==> src/rtl/if_fetch_pkg.sv <==
// if_fetch_pkg: shared types and constants for the instruction-fetch stage.
//   INST_ADDR_W / INST_W : instruction address and instruction bus widths
//   IF_NOP_INST          : instruction presented to decode on a bubble
//   if_state_e           : fetch FSM state encoding (2-bit)
//   pc_inc()             : 16-bit wrapping PC increment
package if_fetch_pkg;

    localparam int INST_ADDR_W = 16;
    localparam int INST_W      = 16;

    typedef logic [INST_ADDR_W-1:0] inst_addr_t;
    typedef logic [INST_W-1:0]      inst_t;

    localparam inst_t IF_NOP_INST = 16'h0800;

    typedef enum logic [1:0] {
        IF_S_IDLE  = 2'd0,
        IF_S_FETCH = 2'd1,
        IF_S_HOLD  = 2'd2,
        IF_S_GAP   = 2'd3
    } if_state_e;

    // Wraps FFFF -> 0000 by construction of the 16-bit result.
    function automatic inst_addr_t pc_inc(input inst_addr_t pc);
        return pc + inst_addr_t'(1);
    endfunction

endpackage

==> src/rtl/if_fetch_if.sv <==
// if_fetch_if: instruction-memory req/ack port.
//   req   : fetch request, held until ack (master -> slave)
//   addr  : fetch address, stable while req is high (master -> slave)
//   ack   : request accepted, rdata valid this cycle (slave -> master)
//   rdata : fetched instruction (slave -> master)
interface if_fetch_if;
    import if_fetch_pkg::*;

    logic       req;
    inst_addr_t addr;
    logic       ack;
    inst_t      rdata;

    modport master (output req, addr, input ack, rdata);
    modport slave  (input req, addr, output ack, rdata);

endinterface

==> src/rtl/if_fetch_hold_buf.sv <==
// if_fetch_hold_buf: one-entry pc/inst skid register. Catches an instruction
// that completes while the pipeline is stalled so it can be handed to decode
// once the stall lifts.
//   clk, rst          : clock, async active-low reset
//   load              : capture pc_in/inst_in, set valid
//   unload            : entry consumed, clear valid
//   pc_in, inst_in    : data to capture
//   valid             : entry holds an undelivered instruction
//   pc_out, inst_out  : captured data
module if_fetch_hold_buf
    import if_fetch_pkg::*;
(
    input  logic       clk,
    input  logic       rst,
    input  logic       load,
    input  logic       unload,
    input  inst_addr_t pc_in,
    input  inst_t      inst_in,
    output logic       valid,
    output inst_addr_t pc_out,
    output inst_t      inst_out
);

    always_ff @(posedge clk or negedge rst) begin
        if (!rst) begin
            valid    <= 1'b0;
            pc_out   <= '0;
            inst_out <= IF_NOP_INST;
        end else if (load) begin
            valid    <= 1'b1;
            pc_out   <= pc_in;
            inst_out <= inst_in;
        end else if (unload) begin
            valid    <= 1'b0;
        end
    end

endmodule

==> src/rtl/if_fetch.sv <==
// if_fetch: instruction-fetch stage. Owns the PC, fetches over a req/ack
// memory port and delivers one instruction per completed fetch to decode.
// Handles one-delay-slot branch redirects and pipeline stalls.
//
// Optional build macro IF_REISSUE_EN: a fetch left unacknowledged for
// TIMEOUT cycles drops req for one cycle (S_GAP), pulses timeout_o and
// reissues the same address. Without it the stage waits indefinitely and
// timeout_o is tied low.
//
// Ports:
//   clk, rst        : clock, async active-low reset
//   stall_i         : freeze IF/ID outputs
//   branch_flag_i   : redirect request (ignored while stalled)
//   branch_addr_i   : redirect target
//   imem            : instruction-memory port (master side)
//   pc_o            : delivered fetch address + 1
//   inst_o          : delivered instruction (NOP on a bubble)
//   inst_valid_o    : inst_o is a real instruction
//   timeout_o       : one-cycle pulse on reissue
//
// state      | meaning
// -----------+-----------------------------------------------------------
// IF_S_IDLE  | one cycle after reset release, no request
// IF_S_FETCH | req high at pc_fetch, waiting for / taking ack
// IF_S_HOLD  | stalled with a completed fetch parked in the hold buffer
// IF_S_GAP   | req dropped one cycle before reissuing (IF_REISSUE_EN only)
module if_fetch
    import if_fetch_pkg::*;
#(
    parameter inst_addr_t  RESET_PC = 16'h0000,
    parameter int unsigned TIMEOUT  = 15
)(
    input  logic              clk,
    input  logic              rst,
    input  logic              stall_i,
    input  logic              branch_flag_i,
    input  inst_addr_t        branch_addr_i,
    if_fetch_if.master        imem,
    output inst_addr_t        pc_o,
    output inst_t             inst_o,
    output logic              inst_valid_o,
    output logic              timeout_o
);

    if_state_e  state;
    if_state_e  state_nxt;
    inst_addr_t pc_fetch;
    inst_addr_t pc_fetch_nxt;
    logic       redir_pend;
    inst_addr_t redir_addr;

    logic       req;
    logic       complete;
    logic       deliver;
    logic       capture;
    logic       unload;
    logic       bubble;
    logic       go_gap;
    logic       gap_pulse;
    logic       take_branch;

    logic       buf_valid;
    inst_addr_t buf_pc;
    inst_t      buf_inst;

`ifdef IF_REISSUE_EN
    logic [3:0] wait_cnt;
`endif

    // Stall masks the redirect entirely; decode re-presents it later.
    assign take_branch = branch_flag_i & ~stall_i;

    always_ff @(posedge clk or negedge rst) begin
        if (!rst) begin
            state <= IF_S_IDLE;
        end else begin
            state <= state_nxt;
        end
    end

    always_comb begin
        state_nxt = state;
        req       = 1'b0;
        complete  = 1'b0;
        deliver   = 1'b0;
        capture   = 1'b0;
        unload    = 1'b0;
        bubble    = 1'b0;
        go_gap    = 1'b0;
        gap_pulse = 1'b0;
        case (state)
            IF_S_IDLE: begin
                state_nxt = IF_S_FETCH;
            end
            IF_S_FETCH: begin
                req = 1'b1;
                if (imem.ack) begin
                    complete = 1'b1;
                    if (stall_i) begin
                        capture   = 1'b1;
                        state_nxt = IF_S_HOLD;
                    end else begin
                        deliver   = 1'b1;
                    end
                end else begin
                    bubble = ~stall_i;
`ifdef IF_REISSUE_EN
                    if (wait_cnt == 4'(TIMEOUT - 1)) begin
                        go_gap    = 1'b1;
                        state_nxt = IF_S_GAP;
                    end
`endif
                end
            end
            IF_S_HOLD: begin
                if (!stall_i && buf_valid) begin
                    unload    = 1'b1;
                    state_nxt = IF_S_FETCH;
                end
            end
`ifdef IF_REISSUE_EN
            IF_S_GAP: begin
                gap_pulse = 1'b1;
                bubble    = ~stall_i;
                state_nxt = IF_S_FETCH;
            end
`endif
            default: begin
                state_nxt = IF_S_IDLE;
            end
        endcase
    end

    // Same-edge redirect wins: the completing fetch is the delay slot.
    always_comb begin
        pc_fetch_nxt = pc_inc(pc_fetch);
        if (take_branch) begin
            pc_fetch_nxt = branch_addr_i;
        end else if (redir_pend) begin
            pc_fetch_nxt = redir_addr;
        end
    end

    always_ff @(posedge clk or negedge rst) begin
        if (!rst) begin
            pc_fetch     <= RESET_PC;
            redir_pend   <= 1'b0;
            redir_addr   <= '0;
            pc_o         <= '0;
            inst_o       <= IF_NOP_INST;
            inst_valid_o <= 1'b0;
        end else begin
            if (deliver) begin
                pc_o         <= pc_inc(pc_fetch);
                inst_o       <= imem.rdata;
                inst_valid_o <= 1'b1;
            end else if (unload) begin
                pc_o         <= buf_pc;
                inst_o       <= buf_inst;
                inst_valid_o <= 1'b1;
            end else if (bubble) begin
                inst_o       <= IF_NOP_INST;
                inst_valid_o <= 1'b0;
            end

            if (complete) begin
                pc_fetch   <= pc_fetch_nxt;
                redir_pend <= 1'b0;
            end else if (take_branch) begin
                redir_pend <= 1'b1;
                redir_addr <= branch_addr_i;
            end
        end
    end

    if_fetch_hold_buf u_hold_buf (
        .clk      (clk),
        .rst      (rst),
        .load     (capture),
        .unload   (unload),
        .pc_in    (pc_inc(pc_fetch)),
        .inst_in  (imem.rdata),
        .valid    (buf_valid),
        .pc_out   (buf_pc),
        .inst_out (buf_inst)
    );

`ifdef IF_REISSUE_EN
    always_ff @(posedge clk or negedge rst) begin
        if (!rst) begin
            wait_cnt <= '0;
        end else if (state != IF_S_FETCH || complete || go_gap) begin
            wait_cnt <= '0;
        end else begin
            wait_cnt <= wait_cnt + 4'd1;
        end
    end

    assign timeout_o = gap_pulse;
`else
    logic unused_timeout;
    assign unused_timeout = (^TIMEOUT) ^ go_gap ^ gap_pulse;
    assign timeout_o      = 1'b0;
`endif

    // Address is forced to zero outside S_FETCH so reset shows 0 regardless of RESET_PC.
    assign imem.req  = req;
    assign imem.addr = req ? pc_fetch : '0;

endmodule

==> src/flat_wrapper.sv <==
// flat-port wrapper written by rule: the top's interface ports become plain ports
module if_fetch_flat import if_fetch_pkg::*;
#(
    parameter inst_addr_t  RESET_PC = 16'h0000,
    parameter int unsigned TIMEOUT  = 15
)
  (clk, rst, stall_i, branch_flag_i, branch_addr_i, pc_o, inst_o, inst_valid_o, timeout_o, imem_req, imem_addr, imem_ack, imem_rdata);
  if_fetch_if imem_i ();
  input  logic clk;
  input  logic rst;
  input  logic stall_i;
  input  logic branch_flag_i;
  input  inst_addr_t branch_addr_i;
  output inst_addr_t pc_o;
  output inst_t inst_o;
  output logic inst_valid_o;
  output logic timeout_o;
  output wire logic [$bits(imem_i.req)-1:0] imem_req;
  output wire logic [$bits(imem_i.addr)-1:0] imem_addr;
  input wire logic [$bits(imem_i.ack)-1:0] imem_ack;
  input wire logic [$bits(imem_i.rdata)-1:0] imem_rdata;
  assign imem_req = imem_i.req;
  assign imem_addr = imem_i.addr;
  assign imem_i.ack = imem_ack;
  assign imem_i.rdata = imem_rdata;
  if_fetch #(.RESET_PC(RESET_PC), .TIMEOUT(TIMEOUT)) u_core (.clk(clk), .rst(rst), .stall_i(stall_i), .branch_flag_i(branch_flag_i), .branch_addr_i(branch_addr_i), .imem(imem_i), .pc_o(pc_o), .inst_o(inst_o), .inst_valid_o(inst_valid_o), .timeout_o(timeout_o));
endmodule
==> config.mk <==
export PLATFORM = sky130hd
export DESIGN_NAME = if_fetch_flat
export DESIGN_NICKNAME = d
export VERILOG_FILES = /design/src/rtl/if_fetch_pkg.sv /design/src/rtl/if_fetch_if.sv /design/src/rtl/if_fetch_hold_buf.sv /design/src/rtl/if_fetch.sv /design/src/flat_wrapper.sv
export SDC_FILE = /design/constraint.sdc
export NUM_CORES = 1
export LEC_CHECK = 0
export ABC_AREA = 1
export BUFFER_PORTS_ARGS = -buffer_cell sky130_fd_sc_hd__buf_2
export CELL_PAD_IN_SITES_DETAIL_PLACEMENT = 1
export CELL_PAD_IN_SITES_GLOBAL_PLACEMENT = 2
export CORE_MARGIN = 1.5
export CORE_UTILIZATION = 30
export DETAILED_ROUTE_END_ITERATION = 8
export PLACE_DENSITY = 0.77
export SYNTH_ARGS = -nofsm -noshare
export SYNTH_HDL_FRONTEND = slang
export SYNTH_SLANG_ARGS = --single-unit
==> constraint.sdc <==
create_clock -name clk -period 1.5 [get_ports clk]
set_clock_uncertainty 0.05 [all_clocks]
set_input_delay 0.15 -clock clk [delete_from_list [all_inputs] [get_ports clk]]
set_output_delay 0.15 -clock clk [all_outputs]
set_load 0.01 [all_outputs]
==> impl_metrics.tcl <==
set metrics [dict create \
    outcome "finished, violations left" \
    violations "negative setup slack" \
    synth_ff_type "dfrtp_1" \
    synth-compound-area-share 0.156 \
    syn_nets 609 \
    ir_drop_mv 0.694 \
    grt.overflow.total 0 \
    gp_congestion 0.793 \
    vias_per_cell 4.69 \
    end_kind "flop" \
    synth_top_area_frac 0.501 \
    drt_first_pass_iters 4 \
    async_flop_share 1.00 \
    max_stage_delay_ns 0.38 \
    syn2layout_area_growth_pct 36.6 \
    yosysTopAreaCell "dfrtp_1" \
    cts.clk_slew.worst_paths_ns 0.07 \
    ant_nets 0 \
    grt_max_degree 57 \
    synthSimpleGateAreaFrac 0.188 \
    finalNetCount 747 \
    yosys_warnings 0 \
    timing.fmax_ghz 0.616 \
    synth_top_family_by_area "simple AND/OR/NAND/NOR gates" \
    die-width_um 131 \
    slew_viol_final 0 \
    setup_slack_ns -0.123 \
    cts-root-buf "clkbuf_16" \
    grt_antenna_before_repair 0 \
    fp.dieArea_um2 17300 \
    grt_first_pass_wirelength_mm 24.6 \
    rsz0062_at_grt "true" \
    period_share 1.08 \
    wl_per_cell_um 15.8 \
    crit_required_ns 1.67 \
    synthesis.area_um2 4950 \
    rows 46 \
    pre_cts_ws_ns -0.0727 \
    cts_max_path_buffers 2 \
    finalSetupViolCount 34 \
    timing.hold.ws_ns 0.00564 \
    p_per_area_nw_per_um2 1970 \
    fp.dieH_um 131 \
    htree_levels 3 \
    synth_mux_area_frac 0.0296 \
    synthCells 571 \
    pin_count 88 \
    grt_usage 0.177 \
    post-dp-hpwl_mm 10.5 \
    synth_edf_count 0 \
    crit_family "buffers and inverters" \
    drv_cap 0 \
    io_buffer_count 86 \
    hold_viol_final 0 \
    cts_made_buffers 9 \
    cpMaxStageDelayCell "dfrtp_1" \
    vias 4358 \
    final_layout_size_suffix_gt1_frac 0.365 \
    yosys-top-cells-area "dfrtp_1, nand2_1, inv_1" \
    synth-adder-area-share 0.00253 \
    critPathMaxFanout 8 \
    tritoncts "done" \
    grt_pass1_vias 4604 \
    drt-initial-drc-count 150 \
    synth-seq-cells 101 \
    synth_xor_area_frac 0.0124 \
    synthDistinctLibCells 37 \
    layout_common_cells "nand2_1, dfrtp_1, buf_2" \
    finalSetupTns_ns -2.89 \
    critPathArrivalTime_ns 1.80 \
    min_path_type "primary input to flop" \
    totalWireLength_mm 14.7 \
    core_area_um2 16000 \
    initial_utilization 0.309 \
    start_kind "flop" \
    period_needed_ns 1.62 \
    final_common_cell "nand2_1" \
    drc 0 \
    insertion_delay_ns 0.35 \
    path_buf_inv 5 \
    yosysSeqAreaShare 0.512 \
    crit_path_cell_trace "inv_2 -> nor2_4 -> inv_6 -> buf_6 -> buf_4 -> o21ai_4 -> clkbuf_16 -> o221ai_1" \
    p_leak_nw 3.32 \
    cts.sinks 101 \
    avgSynthCellArea_um2 8.66 \
    fill_cells 1925 \
    critPathKind "flop to flop" \
    antenna_cells 0 \
]
cells in the mapped netlist, types with 2 or more instances:
cell,number
nand4_1,3
nand3_1,21
o211ai_1,12
a31oi_1,4
o21ai_0,33
buf_6,8
nand3_2,2
nor2_1,37
nand2_1,145
xor2_1,7
o21bai_1,4
inv_1,75
nor2_8,2
a22oi_1,3
clkbuf_1,3
mux2_2,9
nor2_4,2
o221ai_1,15
buf_4,3
dfrtp_1,99
buf_2,10
dfstp_2,2
o21ai_1,26
o22ai_1,2
inv_2,6
a21oi_1,19
a21boi_1,7
mux2_4,3
routing by layer:
metal  vias to the layer above  wire, um  global-route usage
li1                       2124         -                   -
met3                        10       553              0.0367
met2                        76      6940               0.283
met5                         -         0                   0
met4                         0       113              0.0333
met1                      2148      7110               0.249
final timing paths:
kind                                                 from                              to  slack (ns)  cells after the start
max                                       u_core.state[0]                u_core.inst_o[3]       -0.12                      8
min                                     branch_addr_i[10]           u_core.redir_addr[10]       0.006                      2
max reg2reg                               u_core.state[0]                u_core.inst_o[3]       -0.12                      8
min reg2reg                u_core.u_hold_buf.inst_out[11]  u_core.u_hold_buf.inst_out[11]        0.42                      2
max in group asynchronous                             rst  u_core.u_hold_buf.inst_out[11]        0.78                      3
min in group asynchronous                             rst                u_core.inst_o[8]        0.08                      2
sequential cells by signal, indices dropped and copies added (netlist names):
register / count
u_core.state: 2
u_core.redir_pend: 1
u_core.u_hold_buf.inst_out: 16
u_core.pc_o: 16
u_core.pc_fetch: 16
u_core.u_hold_buf.valid: 1
u_core.inst_o: 16
u_core.redir_addr: 16
u_core.inst_valid_o: 1
u_core.u_hold_buf.pc_out: 16
stage by stage:
| stage | cells | power (mW) | area (um^2) | util |
|---|---|---|---|---|
| floorplan | 571 | 7.77 | 4950 | - |
| global placement | 892 | 9.85 | 5870 | 0.367 |
| detailed placement | 892 | 10.1 | 5870 | 0.367 |
| CTS | 922 | 13.0 | 6490 | 0.406 |
| global route | 929 | 14.3 | 6760 | 0.422 |
| finish | 929 | 13.3 | 6760 | 0.422 |
layout make-up:
cell class | count | area (um^2) | share of cell area
Sequential cell | 101 | 2530 | 0.375
Timing Repair Buffer | 150 | 1060 | 0.157
Tap cell | 216 | 270 | 0.0400
Multi-Input combinational cell | 364 | 2270 | 0.336
Inverter | 83 | 328 | 0.0485
Clock buffer | 9 | 225 | 0.0333
Clock inverter | 6 | 71.3 | 0.0106
cells by family after synthesis:
| group | count (synthesis) |
|---|---|
| multiplexers | 12 |
| AND/OR/NAND/NOR | 216 |
| AO/OA/AOI/OAI | 126 |
| XOR/XNOR | 7 |
| adder cells (fa/ha/maj) | 1 |
| other | 1 |
| buffers and inverters | 107 |
| flip-flops | 101 |
power breakdown:
part | internal [mW] | switching [mW] | leakage [nW]
clock network | 1.30 | 1.09 | 0.139
logic | 2.66 | 3.53 | 1.95
registers | 3.93 | 0.813 | 1.22
repair_timing:
item | 4_1_cts | 5_1_grt
setup buffers | 5 | 5
endpoints found under the hold margin | 108 | 0
setup endpoints to repair | 45 | 83
gates cloned | 0 | 2
hold buffers | 10 | 0
gates resized for setup | 48 | 49
pin swaps | 15 | 24
(Power assumes the default switching activity.)
